File: src/rtl/shift_issue_pipe.sv
// Two-stage issue pipeline in front of an external combinational shifter.
// S1 registers the decoded shift request; S2 captures the shifter result for the consumer.
`timescale 1ns/1ps

module shift_issue_pipe #(
    parameter int unsigned TAG_W = 4
) (
    input  logic             clk,
    input  logic             rst,
    input  logic             in_valid,
    output logic             in_ready,
    input  logic [1:0]       in_op,
    input  logic [31:0]      in_a,
    input  logic [31:0]      in_b,
    input  logic [TAG_W-1:0] in_tag,
    output logic [31:0]      sh_x,
    output logic [4:0]       sh_s,
    output logic             sh_left,
    output logic             sh_log,
    input  logic [31:0]      sh_z,
    output logic             out_valid,
    input  logic             out_ready,
    output logic [31:0]      out_data,
    output logic [TAG_W-1:0] out_tag,
    output logic             out_err,
    output logic [15:0]      ops_done
);

    localparam logic [1:0] OpSll = 2'b00;
    localparam logic [1:0] OpSrl = 2'b01;
    localparam logic [1:0] OpSra = 2'b10;

    logic             r_s1_valid;
    logic [31:0]      r_sh_x;
    logic [4:0]       r_sh_s;
    logic             r_sh_left;
    logic             r_sh_log;
    logic [TAG_W-1:0] r_s1_tag;
    logic             r_s1_err;

    logic             r_out_valid;
    logic [31:0]      r_out_data;
    logic [TAG_W-1:0] r_out_tag;
    logic             r_out_err;
    logic [15:0]      r_ops_done;

    logic             w_s2_load;
    logic             w_accept;
    logic             w_drain;
    logic             w_dec_left;
    logic             w_dec_log;
    logic [4:0]       w_dec_s;
    logic             w_dec_err;
    logic             w_unused_b;

    // Upper shift-amount bits are architecturally ignored.
    assign w_unused_b = ^in_b[31:5];

    assign w_s2_load = r_s1_valid && (!r_out_valid || out_ready);
    assign w_drain   = r_out_valid && out_ready;
    assign in_ready  = !r_s1_valid || !r_out_valid || out_ready;
    assign w_accept  = in_valid && in_ready;

    always_comb begin
        w_dec_left = 1'b0;
        w_dec_log  = 1'b1;
        w_dec_s    = in_b[4:0];
        w_dec_err  = 1'b0;
        unique case (in_op)
            OpSll: begin
                w_dec_left = 1'b1;
                w_dec_log  = 1'b1;
            end
            OpSrl: begin
                w_dec_left = 1'b0;
                w_dec_log  = 1'b1;
            end
            OpSra: begin
                w_dec_left = 1'b0;
                w_dec_log  = 1'b0;
            end
            default: begin
                // Zero-distance logical right shift passes the operand through unchanged.
                w_dec_s   = 5'd0;
                w_dec_err = 1'b1;
            end
        endcase
    end

    always_ff @(posedge clk) begin
        if (rst) begin
            r_s1_valid  <= 1'b0;
            r_sh_x      <= '0;
            r_sh_s      <= '0;
            r_sh_left   <= 1'b0;
            r_sh_log    <= 1'b0;
            r_s1_tag    <= '0;
            r_s1_err    <= 1'b0;
            r_out_valid <= 1'b0;
            r_out_data  <= '0;
            r_out_tag   <= '0;
            r_out_err   <= 1'b0;
            r_ops_done  <= '0;
        end else begin
            if (w_accept) begin
                r_s1_valid <= 1'b1;
                r_sh_x     <= in_a;
                r_sh_s     <= w_dec_s;
                r_sh_left  <= w_dec_left;
                r_sh_log   <= w_dec_log;
                r_s1_tag   <= in_tag;
                r_s1_err   <= w_dec_err;
            end else if (w_s2_load) begin
                r_s1_valid <= 1'b0;
            end

            if (w_s2_load) begin
                r_out_valid <= 1'b1;
                r_out_data  <= sh_z;
                r_out_tag   <= r_s1_tag;
                r_out_err   <= r_s1_err;
            end else if (w_drain) begin
                r_out_valid <= 1'b0;
            end

            if (w_drain) begin
                r_ops_done <= r_ops_done + 16'd1;
            end
        end
    end

    assign sh_x      = r_sh_x;
    assign sh_s      = r_sh_s;
    assign sh_left   = r_sh_left;
    assign sh_log    = r_sh_log;
    assign out_valid = r_out_valid;
    assign out_data  = r_out_data;
    assign out_tag   = r_out_tag;
    assign out_err   = r_out_err;
    assign ops_done  = r_ops_done;

endmodule

File: config.mk
export PLATFORM = sky130hd
export DESIGN_NAME = shift_issue_pipe
export DESIGN_NICKNAME = d
export VERILOG_FILES = /design/src/rtl/shift_issue_pipe.sv
export SDC_FILE = /design/constraint.sdc
export NUM_CORES = 1
export LEC_CHECK = 0
export CORE_MARGIN = 1
export CORE_UTILIZATION = 38
export DETAILED_ROUTE_END_ITERATION = 12
export GPL_ROUTABILITY_DRIVEN = 0
export PLACE_DENSITY_LB_ADDON = 0.25
export SLEW_MARGIN = 20
export SYNTH_ARGS = -nofsm -noshare
export SYNTH_HDL_FRONTEND = slang
export SYNTH_SLANG_ARGS = --single-unit
export TNS_END_PERCENT = 30
File: constraint.sdc
create_clock -name clk -period 1.97 [get_ports clk]
set_input_delay 0.394 -clock clk [delete_from_list [all_inputs] [get_ports clk]]
set_output_delay 0.394 -clock clk [all_outputs]
set_load 0.01 [all_outputs]
# == After elaboration in Yosys (flattened, before gate mapping) ==
# Cells that the tools add are included.
# word_totals
latch_bits,0
reg_bits,99
mem_bits_rw,0
elab_cells,35
output_inout_bits,94
n_memories,0
mem_bits_ro,0
# classes
n_div,0
n_eq_ne,2
n_reduce_logical,12
addsub,1
n_lt_le_gt_ge,0
bitwise,0
mux,8
shifts,0
n_mul,0
# op_table
op,count
$add 16x1->16 const B,1
$mux 1,7
$mux 5,1
$reduce_bool 2->1,2
$logic_and 1x1->1,3
$logic_or 1x1->1,3
$reduce_or 3->1,1
$eq 2x1->1 const B,1
$eq 2x2->1 const B,1
$logic_not 1->1,2
$logic_not 2->1,1

# == Depth between registers and ports, before layout ==
# logic_depth
ltp_word,5
ltp_mapped,6
depth_no_buf,5

# == Worst setup path after synthesis ==
# Ideal clock, no wire load.
# synth_path
path_type,register to register
startpoint,"register r_ops_done[0], in the netlist ops_done[0]"
endpoint,"register r_ops_done[14], in the netlist ops_done[14]"
setup_ns,0.070
stages_incl_launch_ff,6
path_buffers,0
arrival_ns,1.503
path_slack_ns,0.397
required_ns,1.900
cell_sequence,dfxtp_1 > ha_1 > nand3_1 > nor2_1 > or4b_1 > a21oi_1
# synth_between
elab_chain_cells,1
# synth_lines
item,line_no,text
start: declaration,45,logic [15:0] r_ops_done;
start signal: assignment,127,r_ops_done <= r_ops_done + 16'd1;
$add 16x1->16,127,
# Every way passes these cells.
# A chain may end at the register's enable or synchronous reset.

# == Worst setup path after layout ==
# layout_path
startpoint,"register r_ops_done[2], in the netlist ops_done[2]"
endpoint,output ops_done[2]
# layout_rtl
item,line_no,text
end: declaration,26,output logic [15:0] ops_done
# No word-level cell between the ends.

==> results.toml <==
[run_status]
status = "finished clean"

[timing]
worstMarginPinSlew_ns = 0.438
fin_crit_sh = 0.932
fin_skew_ns = 0.0113
hold-worst-slack_ns = 0.457
finalSetupViolCount = 0
setup_ws_ns = 0.134
rsz0062_at_grt = "false"
finalHoldViolations = 0
finalSetupTns_ns = 0
period_minus_slack_ns = 1.84
drv_slew = 0
slew_headroom = 0.708
fmax_mhz = 545

[drt]
drt_wl_total_mm = 9.49
drcViolationCount = 0
postRouteAntennaNets = 0
post_drt_wl_per_cell_um = 13.0
dr.pass1.iters = 4
vias_per_cell = 4.80
vias = 3503
drt_iter0_drc = 101

[worst_setup_path]
cp.arrival_ns = 1.44
worst-path-buf-inv = 1
rr_worst_depth = 4
crit_fanout = 7
worst-path-stages = 1
slowest_delay_ns = 0.61
reg2reg_slack_ns = 0.37
cp_slowest_cell = "clkdlybuf4s50_1"
required_ns = 1.58
end_kind = "primary output"
cpLargestDelayFamily = "buffers and inverters"
crit_path_start_kind = "register"
worstSetupPathType = "register to primary output"
crit_chain = "clkdlybuf4s50_1"

[synth]
synth_ff_type = "dfxtp_1"
synth_fp_nets = 550
synth_cell_types = 30
yosys_warnings = 0
synth-async-reset-ratio = 0
ys_top_cells_by_area = "dfxtp_1, nand2_1, a21oi_1"
ys_top_cells_by_count = "nand2_1, dfxtp_1, a21oi_1"
synthesis.instances = 443
synth-edff-count = 0
synth_area_leader_cell = "dfxtp_1"
seq_area_frac_synth = 0.555
netlist_area_um2 = 3570
syn_area_per_cell_um2 = 8.06
yosysMostFrequentCell = "nand2_1"
ys_ff_latch = 99
synth_top_area_share = 0.555

[cells_and_area]
num-fill-cells = 820
final_nets = 721
finish.utilization = 0.625
syn_to_final_growth_pct = 60.1
n_antenna_cell = 0
fin_cells = 730
finalInstanceArea_um2 = 5720
drive_gt1_frac = 0.0614

[pwr]
finalPower_mw = 4.18
power_density_nw_per_um2 = 731
ir_drop_mv = 0.384
leakagePower_nw = 2.09

[clock_network]
cts_sinks = 99
clk_latency_ns = 0.37
h-tree-depth = 3
postCtsSetupBuffers = 0
cts_buffer_depth = 2
cts_buffers = 9
ctsHoldBuffers = 0
path_clk_slew_ns = 0.09
cts_root_buf = "clkbuf_8"
cts_tree = "built"

[floorplan]
coreArea_um2 = 9150
start_util = 0.390
rows = 35
num_io_pins = 200
die_w_um = 98.9
die_h_um = 98.9
dieArea_um2 = 9790

[place]
portBuffers = 172
dp.cells = 714
dp_hpwl_mm = 6.61
dp_slack_ns = -0.0466
dpl_cell_area_um2 = 5500

[global_route]
grt_usage = 0.195
grt_pass1_vias = 3290
antenna_found_initial = 0
grt_max_degree = 42
grt_pass1_wl_mm = 15.3
grt.overflow.total = 0

[hold_path]
hold_depth = 2
hold_class = "register to register"

[job]
maxCapViolCount = 0
==> sequential cells by signal (all words and copies together), names as in the netlist <==
| register | count |
|---|---|
| r_s1_valid | 1 |
| out_tag | 4 |
| sh_s | 5 |
| r_s1_tag | 4 |
| sh_log | 1 |
| ops_done | 16 |
| out_data | 32 |
| r_s1_err | 1 |
| out_valid | 1 |
| out_err | 1 |
| sh_left | 1 |
| sh_x | 32 |
==> cell usage in the layout, fill, tap and decap left out, types with 2 or more instances in the layout <==
| master | n |
|---|---|
| nand4_1 | 4 |
| nor3_1 | 3 |
| or3_1 | 3 |
| xor2_1 | 7 |
| nand3_1 | 11 |
| nand2_1 | 162 |
| xnor2_1 | 4 |
| clkdlybuf4s50_1 | 170 |
| dfxtp_1 | 99 |
| buf_4 | 13 |
| a21oi_1 | 86 |
| buf_12 | 4 |
| inv_1 | 2 |
| clkinvlp_4 | 2 |
| o21ai_0 | 2 |
| clkbuf_8 | 9 |
| bufinv_16 | 2 |
| nor2_1 | 15 |
| and4_1 | 2 |
==> final cells by class <==
class	instances	area, µm²	area share
well taps	111	139	0.0243
inverters	2	7.51	0.00131
flip-flops and latches	99	1980	0.347
clock inverters	7	100	0.0175
repair buffers	188	1890	0.330
multi-input cells	314	1480	0.258
clock buffers	9	124	0.0217
==> power by group <==
part           internal [mW]  leakage (nW)  switching [mW]
registers               2.09         0.810          0.0440
clock network          0.727         0.108           0.731
logic                  0.347          1.17           0.244
total                   3.16          2.09            1.02
==> final timing paths <==
kind / from / endpoint
max reg2reg: ops_done[2] / ops_done[15]
max: ops_done[2] / ops_done[2]
min reg2reg: sh_x[18] / sh_x[18]
min: sh_x[18] / sh_x[18]
==> metal layers <==
| metal | GRT usage | wire (µm) | vias up |
|---|---|---|---|
| li1 | - | - | 1789 |
| met2 | 0.331 | 4600 | 107 |
| met5 | 0 | 0 | - |
| met3 | 0.0638 | 649 | 11 |
| met4 | 0.0643 | 110 | 0 |
| met1 | 0.231 | 4120 | 1596 |
==> timing repair <==
action	CTS	global route
gates resized for setup	1	0
endpoints found under the setup margin	1	0
endpoints found under the hold margin	0	0
==> cells by family (layout without fill, tap and decap cells) <==
family / count (synthesis) / after routing / synth area share
AOI/OAI and AO/OA: 91 / 91 / 0.130
xor gates and xnor gates: 11 / 11 / 0.0270
adders and majority gates: 1 / 1 / 0.00350
buffers and inverters: 30 / 206 / 0.0340
DFF: 99 / 99 / 0.555
and+or+nand+nor: 211 / 211 / 0.250
(Power assumes the default switching activity.)
